`src/rtl/alu_share_arbiter_pkg.sv`:
```
// Shared definitions for the ALU share arbiter slice.
//   - ALU opcode constants (ALUControl encodings, including the two unused codes)
//   - FSM state encodings (2-bit, legacy-compatible constants)
//   - Registered response bundle type and an opcode-legality helper
package alu_share_arbiter_pkg;

  typedef logic [2:0] alu_op_t;
  typedef logic [1:0] arb_state_t;

  localparam alu_op_t OP_AND      = 3'b000;
  localparam alu_op_t OP_OR       = 3'b001;
  localparam alu_op_t OP_ADD      = 3'b010;
  localparam alu_op_t OP_NOTUSED1 = 3'b011;
  localparam alu_op_t OP_SUB      = 3'b100;
  localparam alu_op_t OP_MULT     = 3'b101;
  localparam alu_op_t OP_SLT      = 3'b110;
  localparam alu_op_t OP_NOTUSED2 = 3'b111;

  localparam arb_state_t ST_IDLE = 2'b00;
  localparam arb_state_t ST_EXEC = 2'b01;
  localparam arb_state_t ST_RESP = 2'b10;

  typedef struct packed {
    logic [31:0] result;
    logic        zero;
    logic        err;
  } alu_rsp_t;

  function automatic logic is_unused_op(input alu_op_t op);
    return (op == OP_NOTUSED1) || (op == OP_NOTUSED2);
  endfunction

endpackage

```
`src/rtl/alu_share_arbiter_if.sv`:
```
// Request/response bus between NREQ requesters and the ALU share arbiter.
//   req_valid/req_ready  per-requester request handshake (ready is one-hot)
//   req_op/req_a/req_b   packed per-requester operation and operands
//   rsp_valid/rsp_ready  per-requester response handshake (valid is one-hot)
//   rsp_result/zero/err  response of the owning operation
//   busy                 arbiter is not idle
// master: requester side, slave: arbiter side.
interface alu_share_arbiter_if #(
  parameter int NREQ = 2
);
  logic [NREQ-1:0]      req_valid;
  logic [NREQ-1:0]      req_ready;
  logic [3*NREQ-1:0]    req_op;
  logic [32*NREQ-1:0]   req_a;
  logic [32*NREQ-1:0]   req_b;
  logic [NREQ-1:0]      rsp_valid;
  logic [NREQ-1:0]      rsp_ready;
  logic [31:0]          rsp_result;
  logic                 rsp_zero;
  logic                 rsp_err;
  logic                 busy;

  modport master (
    output req_valid, req_op, req_a, req_b, rsp_ready,
    input  req_ready, rsp_valid, rsp_result, rsp_zero, rsp_err, busy
  );

  modport slave (
    input  req_valid, req_op, req_a, req_b, rsp_ready,
    output req_ready, rsp_valid, rsp_result, rsp_zero, rsp_err, busy
  );
endinterface

```
`src/rtl/alu_share_arbiter_alu.sv`:
```
// ALU_32_bits: combinational 32-bit ALU.
//   SrcA, SrcB   operands
//   ALUControl   opcode (AND, OR, ADD, SUB, MULT low word, SLT unsigned)
//   ALUResult    32-bit result (overflow and product high word discarded)
//   Zero         ALUResult == 0
module ALU_32_bits
  import alu_share_arbiter_pkg::*;
(
  input  logic [31:0] SrcA,
  input  logic [31:0] SrcB,
  input  alu_op_t     ALUControl,
  output logic [31:0] ALUResult,
  output logic        Zero
);

  always_comb begin
    ALUResult = '0;
    case (ALUControl)
      OP_AND:  ALUResult = SrcA & SrcB;
      OP_OR:   ALUResult = SrcA | SrcB;
      OP_ADD:  ALUResult = SrcA + SrcB;
      OP_SUB:  ALUResult = SrcA - SrcB;
      OP_MULT: ALUResult = SrcA * SrcB;
      OP_SLT:  ALUResult = {31'b0, (SrcA < SrcB)};
      default: ALUResult = '0;
    endcase
  end

  assign Zero = (ALUResult == '0);

endmodule

```
`src/rtl/alu_share_arbiter.sv`:
```
// alu_share_arbiter: shares one ALU_32_bits between NREQ requesters.
//   clk    rising-edge clock
//   rst_n  asynchronous active-low reset
//   bus    slave side of alu_share_arbiter_if (request/response handshakes,
//          response data and busy)
// Round-robin grant in IDLE, operands registered on accept, one EXEC cycle,
// then the result is held in RESP until the owner takes it.
module alu_share_arbiter
  import alu_share_arbiter_pkg::*;
#(
  parameter int NREQ = 2,
  parameter int IDW  = 1
) (
  input  logic                 clk,
  input  logic                 rst_n,
  alu_share_arbiter_if.slave   bus
);

  arb_state_t       r_state;
  logic [IDW-1:0]   r_rr_ptr;
  logic [IDW-1:0]   r_owner;
  alu_op_t          r_op;
  logic [31:0]      r_a;
  logic [31:0]      r_b;
  logic [NREQ-1:0]  r_rsp_valid;
  alu_rsp_t         r_rsp;

  logic [IDW-1:0]   w_pick;
  logic [NREQ-1:0]  w_grant;
  logic             w_accept;
  logic [31:0]      w_alu_result;
  logic             w_alu_zero;
  logic             w_op_err;

  // First valid requester at or after ptr, wrapping modulo NREQ. Scanning
  // the offsets downward lets the smallest offset win by overwriting.
  function automatic logic [IDW-1:0] rr_pick(input logic [NREQ-1:0] valid,
                                             input logic [IDW-1:0]  ptr);
    logic [IDW-1:0] pick;
    int unsigned    idx;
    pick = '0;
    for (int unsigned k = NREQ; k > 0; k--) begin
      idx = (32'(ptr) + k - 1) % NREQ;
      if (valid[idx]) pick = IDW'(idx);
    end
    return pick;
  endfunction

  always_comb begin
    w_pick  = rr_pick(bus.req_valid, r_rr_ptr);
    w_grant = '0;
    // Gated by rst_n so ready is low while reset is held, even with valids up.
    if (rst_n && (r_state == ST_IDLE) && (|bus.req_valid))
      w_grant = NREQ'(1) << w_pick;
    w_accept = |(bus.req_valid & w_grant);
  end

  ALU_32_bits u_alu (
    .SrcA       (r_a),
    .SrcB       (r_b),
    .ALUControl (r_op),
    .ALUResult  (w_alu_result),
    .Zero       (w_alu_zero)
  );

  assign w_op_err = is_unused_op(r_op);

  always_ff @(posedge clk or negedge rst_n) begin
    if (!rst_n) begin
      r_state     <= ST_IDLE;
      r_rr_ptr    <= '0;
      r_owner     <= '0;
      r_op        <= '0;
      r_a         <= '0;
      r_b         <= '0;
      r_rsp_valid <= '0;
      r_rsp       <= '0;
    end else begin
      case (r_state)
        ST_IDLE: begin
          if (w_accept) begin
            r_owner <= w_pick;
            r_op    <= bus.req_op[3*w_pick +: 3];
            r_a     <= bus.req_a[32*w_pick +: 32];
            r_b     <= bus.req_b[32*w_pick +: 32];
            r_state <= ST_EXEC;
          end
        end
        ST_EXEC: begin
          r_rsp.result <= w_op_err ? '0   : w_alu_result;
          r_rsp.zero   <= w_op_err ? 1'b1 : w_alu_zero;
          r_rsp.err    <= w_op_err;
          r_rsp_valid  <= NREQ'(1) << r_owner;
          r_state      <= ST_RESP;
        end
        ST_RESP: begin
          if (bus.rsp_ready[r_owner]) begin
            r_rsp_valid <= '0;
            r_rr_ptr    <= (r_owner == IDW'(NREQ - 1)) ? '0 : r_owner + IDW'(1);
            r_state     <= ST_IDLE;
          end
        end
        default: r_state <= ST_IDLE;
      endcase
    end
  end

  assign bus.req_ready  = w_grant;
  assign bus.rsp_valid  = r_rsp_valid;
  assign bus.rsp_result = r_rsp.result;
  assign bus.rsp_zero   = r_rsp.zero;
  assign bus.rsp_err    = r_rsp.err;
  assign bus.busy       = (r_state != ST_IDLE);

endmodule

```
`src/flat_wrapper.sv`:
```
// flat-port wrapper written by rule: the top's interface ports become plain ports
module alu_share_arbiter_flat import alu_share_arbiter_pkg::*;
#(
  parameter int NREQ = 2,
  parameter int IDW  = 1
)
  (clk, rst_n, bus_req_valid, bus_req_op, bus_req_a, bus_req_b, bus_rsp_ready, bus_req_ready, bus_rsp_valid, bus_rsp_result, bus_rsp_zero, bus_rsp_err, bus_busy);
  alu_share_arbiter_if #(.NREQ(NREQ)) bus_i ();
  input  logic clk;
  input  logic rst_n;
  input wire logic [$bits(bus_i.req_valid)-1:0] bus_req_valid;
  input wire logic [$bits(bus_i.req_op)-1:0] bus_req_op;
  input wire logic [$bits(bus_i.req_a)-1:0] bus_req_a;
  input wire logic [$bits(bus_i.req_b)-1:0] bus_req_b;
  input wire logic [$bits(bus_i.rsp_ready)-1:0] bus_rsp_ready;
  output wire logic [$bits(bus_i.req_ready)-1:0] bus_req_ready;
  output wire logic [$bits(bus_i.rsp_valid)-1:0] bus_rsp_valid;
  output wire logic [$bits(bus_i.rsp_result)-1:0] bus_rsp_result;
  output wire logic [$bits(bus_i.rsp_zero)-1:0] bus_rsp_zero;
  output wire logic [$bits(bus_i.rsp_err)-1:0] bus_rsp_err;
  output wire logic [$bits(bus_i.busy)-1:0] bus_busy;
  assign bus_i.req_valid = bus_req_valid;
  assign bus_i.req_op = bus_req_op;
  assign bus_i.req_a = bus_req_a;
  assign bus_i.req_b = bus_req_b;
  assign bus_i.rsp_ready = bus_rsp_ready;
  assign bus_req_ready = bus_i.req_ready;
  assign bus_rsp_valid = bus_i.rsp_valid;
  assign bus_rsp_result = bus_i.rsp_result;
  assign bus_rsp_zero = bus_i.rsp_zero;
  assign bus_rsp_err = bus_i.rsp_err;
  assign bus_busy = bus_i.busy;
  alu_share_arbiter #(.NREQ(NREQ), .IDW(IDW)) u_core (.clk(clk), .rst_n(rst_n), .bus(bus_i));
endmodule
```
`config.mk`:
```
export PLATFORM = sky130hd
export DESIGN_NAME = alu_share_arbiter_flat
export DESIGN_NICKNAME = d
export VERILOG_FILES = /design/src/rtl/alu_share_arbiter_pkg.sv /design/src/rtl/alu_share_arbiter_if.sv /design/src/rtl/alu_share_arbiter_alu.sv /design/src/rtl/alu_share_arbiter.sv /design/src/flat_wrapper.sv
export SDC_FILE = /design/constraint.sdc
export NUM_CORES = 2
export LEC_CHECK = 0
export CORE_MARGIN = 5
export CORE_UTILIZATION = 45
export CTS_BUF_LIST = sky130_fd_sc_hd__clkbuf_4
export DETAILED_ROUTE_END_ITERATION = 8
export GPL_TIMING_DRIVEN = 0
export SETUP_SLACK_MARGIN = 0.2
export SYNTH_ARGS = -nofsm -noshare
export SYNTH_HDL_FRONTEND = slang
export SYNTH_SLANG_ARGS = --single-unit
```
`constraint.sdc`:
```
create_clock -name clk -period 24.6 [get_ports clk]
set_input_delay 6.15 -clock clk [delete_from_list [all_inputs] [get_ports clk]]
set_output_delay 6.15 -clock clk [all_outputs]
set_load 0.05 [all_outputs]
```
; Word-level counts from Yosys, hierarchy flattened
; Cells that the tools add are included.
[classes]
magnitude_cmp = 4
n_shift = 5
mux = 17
addsub = 7
multipliers = 2
n_reduce_logical = 14
n_bitwise = 3
eq_ne = 11
[ops]
columns = op, n
row1 = 32-bit case mux with 6 select lines, 1
row2 = 64-bit by 7-bit variable part select with 32-bit output, 2
row3 = 32-bit adder, 1
row4 = 32-bit AND, 1
row5 = 32-bit logical NOT, 1
row6 = 32-bit < comparator, 1
row7 = 32-bit by 32-bit multiplier with 32-bit output, 1
row8 = 32-bit two-way mux, 1
row9 = 32-bit bitwise OR, 1
row10 = 32-bit subtractor, 1
row11 = "3-bit == test, second input constant", 4
row12 = 1-bit two-way mux, 10
row13 = 2-bit AND reduction, 4
row14 = "3-bit by 2-bit == test with 1-bit output, second input constant", 2
row15 = "1-bit by 2-bit < comparator with 1-bit output, second input constant", 3
row16 = 2-bit two-way mux, 3
row17 = 2-bit case mux with 3 select lines, 1
row18 = 6-bit by 4-bit variable part select with 3-bit output, 1
row19 = "2-bit by 1-bit != test with 1-bit output, second input constant", 2
row20 = 2-bit case mux with 2 select lines, 1
row21 = 2-bit nonzero test, 2
row22 = 2-bit OR reduction, 2
row23 = "1-bit by 1-bit left shift with 2-bit output, first input constant", 2
row24 = "1-bit adder, second input constant", 3
row25 = other kinds (10), 12
[totals]
reg_bits = 107
input_bits = 140
out_inout_bits = 39
word_cells = 73

; Longest topological paths before layout
[logic_depth]
ltp_word = 12
depth_mapped = 31
depth_no_buf = 28

; Hierarchy
; Synthesis repeated with hierarchy kept, for this count alone.
[unflattened]
cells_unflattened = 2968
hier_area_um2 = 25029.0
[modules_own_cells]
columns = mod, instances, area_per_inst_um2, cells_each, seq_area_each_um2
row1 = ALU_32_bits, 1, 20287.0, 2543, 0.0
row2 = alu_share_arbiter, 1, 4742.0, 425, 2677.6

; Least setup slack after synthesis
; OpenSTA, ideal clock, no wires.
[synth_path]
path_type = input to output
start = input bus_req_valid[0]
end = output bus_req_ready[0]
cell_stages = 6
t_required_ps = 18450
n_path_buf = 3
arrival_time_ps = 7926
setup_slack_ps = 10524
path_cell_list = inv_1 -> o21ai_0 -> clkbuf_1 -> buf_1 -> clkbuf_1 -> and3_1
[synth_between]
elab_chain_cells = 6
elab_cells_between_ends = 10
cone_classes = shift: 1 / mux: 7 / reduce/logical: 2
[synth_rtl]
columns = item, line_no
row1 = from (decl), flat_wrapper.sv:11  ; input wire logic [$bits(bus_i.req_valid)-1:0] bus_req_valid;
row2 = 1-bit two-way mux (not written as such) (2 in series), alu_share_arbiter.sv:44  ; if (valid[idx]) pick = IDW'(idx);
row3 = 1-bit two-way mux (2 in series), alu_share_arbiter.sv:44
row4 = 1-bit by 1-bit left shift with 2-bit output, alu_share_arbiter.sv:54  ; w_grant = NREQ'(1) << w_pick;
row5 = 2-bit two-way mux *, alu_share_arbiter.sv:53  ; if (rst_n && (r_state == ST_IDLE) && (|bus.req_valid))
row6 = to (decl), flat_wrapper.sv:16  ; output wire logic [$bits(bus_i.req_ready)-1:0] bus_req_ready;
; Mark *: on every way between the ends. The rest lies on a longest branch, timed or not. The select of a mux whose other input is x is not followed.

; Worst setup path in the final report
; Ends and elaborated chain as after synthesis.

==> results.tsv <==
stage	metric	value	unit
timing	clock skew	0.02849	ns
logic_synthesis	post-synthesis simple-gate area fraction	16.33	%
logic_synthesis	flops & latches, synth	107	
drt	first-pass detailed-route iteration total	6	
logic_synthesis	synthesized cell area	25450	um^2
place	GPL Wtd Cong	1.021	
drt	via count	23710	
die	Die ar.	61420	um^2
drt	routed vias/inst	5.912	
clock_network	hold_buf cts	0	
clock_network	CTS Buffer Depth	2	
worst_setup_path	critical path type	primary input to primary output	
place	DP HPWL	94.86	mm
worst_setup_path	Worst Path Buf+Inv	6	
logic_synthesis	Synth Area in Compound Gates	12.57	%
cells_and_area	layout cell share with drive strength beyond 1	2.861	%
die	die width	247.8	um
worst_setup_path	reg-to-reg endpoint	u_core.bus.rsp_zero$_DFFE_PN0P_	
worst_setup_path	Setup crit end kind	primary output	
timing	Pins Over Slew Limit	0	
grt	vias in the first global route	24390	
clock_network	clk_lat worst skew	0.54	ns
cells_and_area	# fillers	5585	
timing	final hold vios	0	
place	# port buffers	178	
logic_synthesis	largest family of logic cells by synthesized area	adder cells	
clock_network	Sink Count	107	
logic_synthesis	Synth Flop Type	dfrtp_1	
cells_and_area	Layout Nets	4015	
place	placed cell count	3991	
worst_hold_path	hold crit path type	flop to flop	
logic_synthesis	Distinct cells, synth	94	
logic_synthesis	Synth top area share	32.25	%
die	core area	56170	um^2
timing	Period minus WS final	15.62	ns
timing	fin crit share	63.49	%
grt	gr ovfl total	0	
drt	1st-iter DRT viols	2384	
logic_synthesis	area leader, netlist	fa_1	
die	Die Y	247.8	um
clock_network	Post-CTS Setup Inserts	0	
logic_synthesis	Synth Area in XOR/XNOR	3.131	%
logic_synthesis	Mean Syn Cell Area	8.332	um^2
worst_hold_path	hold wc startpoint	u_core.bus.rsp_result[21]$_DFFE_PN0P_	
die	Ports	179	
cells_and_area	Seq. cell area	2678	um^2
timing	Worst slew margin	4.923	%
timing	Worst Max-Slew Pin Slew	1.426	ns
worst_setup_path	startpoint types	primary input	
cells_and_area	Layout Utilization	50.51	%
timing	unrepaired setup endpoints after global routing	no	
worst_hold_path	worst hold path stage count	2	
timing	Setup violations, final	0	
worst_setup_path	crit path launch	bus_req_valid[0]	
logic_synthesis	most frequent cell after synthesis	inv_1	
logic_synthesis	number of synthesized flops with an enable pin	0	
grt	largest net degree at the start of global routing	66	
outcome	outcome	finished, final reports clean	
clock_network	Reg clk slew, reported paths	0.16	ns
worst_setup_path	required time of the critical path	18.45	ns
logic_synthesis	share of flip-flops with an asynchronous set or reset	100.0	%
worst_setup_path	CP top delay family	buffers and inverters	
logic_synthesis	Yosys Warn Count	0	
cells_and_area	Multi-input gate area	20230	um^2
clock_network	Resized Gates After CTS	0	
logic_synthesis	Syn Inst Count	3055	
logic_synthesis	largest cells by area after synthesis	fa_1, ha_1, dfrtp_1	
grt	GR Util All Layers	36.97	%
worst_setup_path	FF-to-FF setup slack	13.21	ns
clock_network	CTS root buffer	clkbuf_4	
die	Starting Density	45.32	%
clock_network	H-tree depth	3	
grt	antenna violations before repair	3	
clock_network	total CTS buffers	9	
drt	ANT nets after route	0	
worst_setup_path	worst reg2reg startpoint	u_core.r_a[5]$_DFFE_PN0P_	
drt	detailed-route DRC error count	0	
worst_setup_path	Worst R2R Path Depth	25	
worst_setup_path	Critical-path top delay cell	clkdlybuf4s50_1	
worst_setup_path	worst-path maximum fanout	10	
logic_synthesis	Synth Net Count	3824	
worst_setup_path	Worst EP arrival	9.47	ns
drt	DR WL/cell	28.20	um
clock_network	TritonCTS clock tree	done	
run	Max-cap violations	0	
timing	setup TNS	0	ns
cells_and_area	Final Instance Count excl. Fillers	4010	
logic_synthesis	post-synthesis mux area share	4.439	%
drt	routed wire length	113.1	mm
worst_hold_path	Hold EP	u_core.bus.rsp_result[21]$_DFFE_PN0P_	
cells_and_area	area grow syn2layout	11.46	%
die	num rows	87	
grt	global-route wire length before repair	165.0	mm
timing	highest clock rate	64.03	MHz
logic_synthesis	Post-synth top cells	inv_1, fa_1, nor2_1	
worst_setup_path	CP max stage delay	0.82	ns
logic_synthesis	sequential-to-total area share from yosys stat	10.52	%
logic_synthesis	Post-Synth Adder-Cell Area	43.01	%
worst_setup_path	critical path cell sequence	clkdlybuf4s50_1 -> inv_1 -> o21ai_0 -> clkbuf_1 -> buf_1 -> clkbuf_1 -> and3_1 -> clkdlybuf4s50_1	
-- worst register-to-register path: stages, from the launching register on --
cell and delay (ns):
dfrtp_1 0.66, clkbuf_1 1.01, clkinv_1 0.95, clkbuf_1 0.66
nor2_1 0.35, fa_1 0.47, fa_1 0.45, fa_1 0.49
inv_1 0.05, fa_1 0.47, inv_1 0.04, ha_1 0.27
ha_1 0.30, fa_1 0.50, fa_1 0.43, ha_1 0.28
clkbuf_1 0.21, and3_1 0.25, a311oi_1 0.97, nand2_1 0.26
o211a_1 0.32, a2111oi_0 0.93, nand3_1 0.26, nor4b_2 0.35
nand4_1 0.16, o32ai_2 0.23
-- flip-flops by register name (all words and copies together) (netlist names) --
| name | count |
|---|---|
| u_core.bus.rsp_err | 1 |
| u_core.bus.rsp_result | 32 |
| u_core.bus.rsp_valid | 2 |
| u_core.bus.rsp_zero | 1 |
| u_core.r_a | 32 |
| u_core.r_b | 32 |
| u_core.r_op | 3 |
| u_core.r_owner | 1 |
| u_core.r_rr_ptr | 1 |
| u_core.r_state | 2 |
-- how the worst max path moves through the flow --
stage | endpoint | cells after the start
after floorplan | bus_req_ready[0] | 6
after global placement | bus_req_ready[1] | 6
after detailed placement | bus_req_ready[0] | 8
after CTS | bus_req_ready[0] | 8
after global routing | bus_req_ready[0] | 8
final | bus_req_ready[0] | 8
-- per-stage QoR --
stage	worst slack (ns)	hold WS [ns]	instance area (um^2)
2_1_floorplan	10.52	0.4641	25450
5_1_grt	8.797	0.5132	28370
3_5_place_dp	8.894	0.4627	28220
3_3_place_gp	6.110	0.4620	28180
4_1_cts	8.886	0.5026	28360
6_report	8.982	0.5007	28370
-- cell families after synthesis --
logic type	count (synthesis)
AOI/OAI and AO/OA	469
xor gates and xnor gates	91
adders and majority gates	629
buffers and inverters	666
DFF	107
muxes	112
and+or+nand+nor	981
-- per-layer routing --
layer  track usage, %  routed length (um)  vias up
met3            8.131               11340      311
met2            56.69               49010     1356
met4            18.82                7262        0
met1            49.47               45460    11870
met5                0                   0        -
li1                 -                   -    10170
-- area by class of cell --
| class | count | share of cell area [%] |
|---|---|---|
| clock inverter | 6 | 0.2514 |
| sequential | 107 | 9.437 |
| inverter | 494 | 6.536 |
| timing repair buffer | 180 | 6.403 |
| tap | 756 | 3.334 |
| antenna | 3 | 0.02646 |
| multi-input combinational | 2282 | 71.32 |
| clock buffer | 10 | 0.2646 |
| buffer | 172 | 2.430 |
-- placed cells by master, fill, tap and decap left out, types with 14 or more instances in the layout --
| master | n |
|---|---|
| a211oi_1 | 24 |
| a21o_1 | 19 |
| a21oi_1 | 82 |
| a221oi_1 | 15 |
| a31oi_1 | 14 |
| buf_1 | 21 |
| buf_2 | 23 |
| clkbuf_1 | 125 |
| clkdlybuf4s50_1 | 177 |
| dfrtp_1 | 107 |
| fa_1 | 410 |
| ha_1 | 219 |
| inv_1 | 475 |
| mux2i_1 | 105 |
| nand2_1 | 381 |
| nand2b_1 | 23 |
| nand3_1 | 30 |
| nand4_1 | 21 |
| nor2_1 | 405 |
| nor2b_1 | 18 |
| nor3_1 | 33 |
| o211ai_1 | 17 |
| o21ai_0 | 131 |
| xnor2_1 | 70 |
| xor2_1 | 21 |
Power is left out: the tool's default activity adds up to more than one toggle a clock period on the data nets, which glitch-free logic cannot reach.
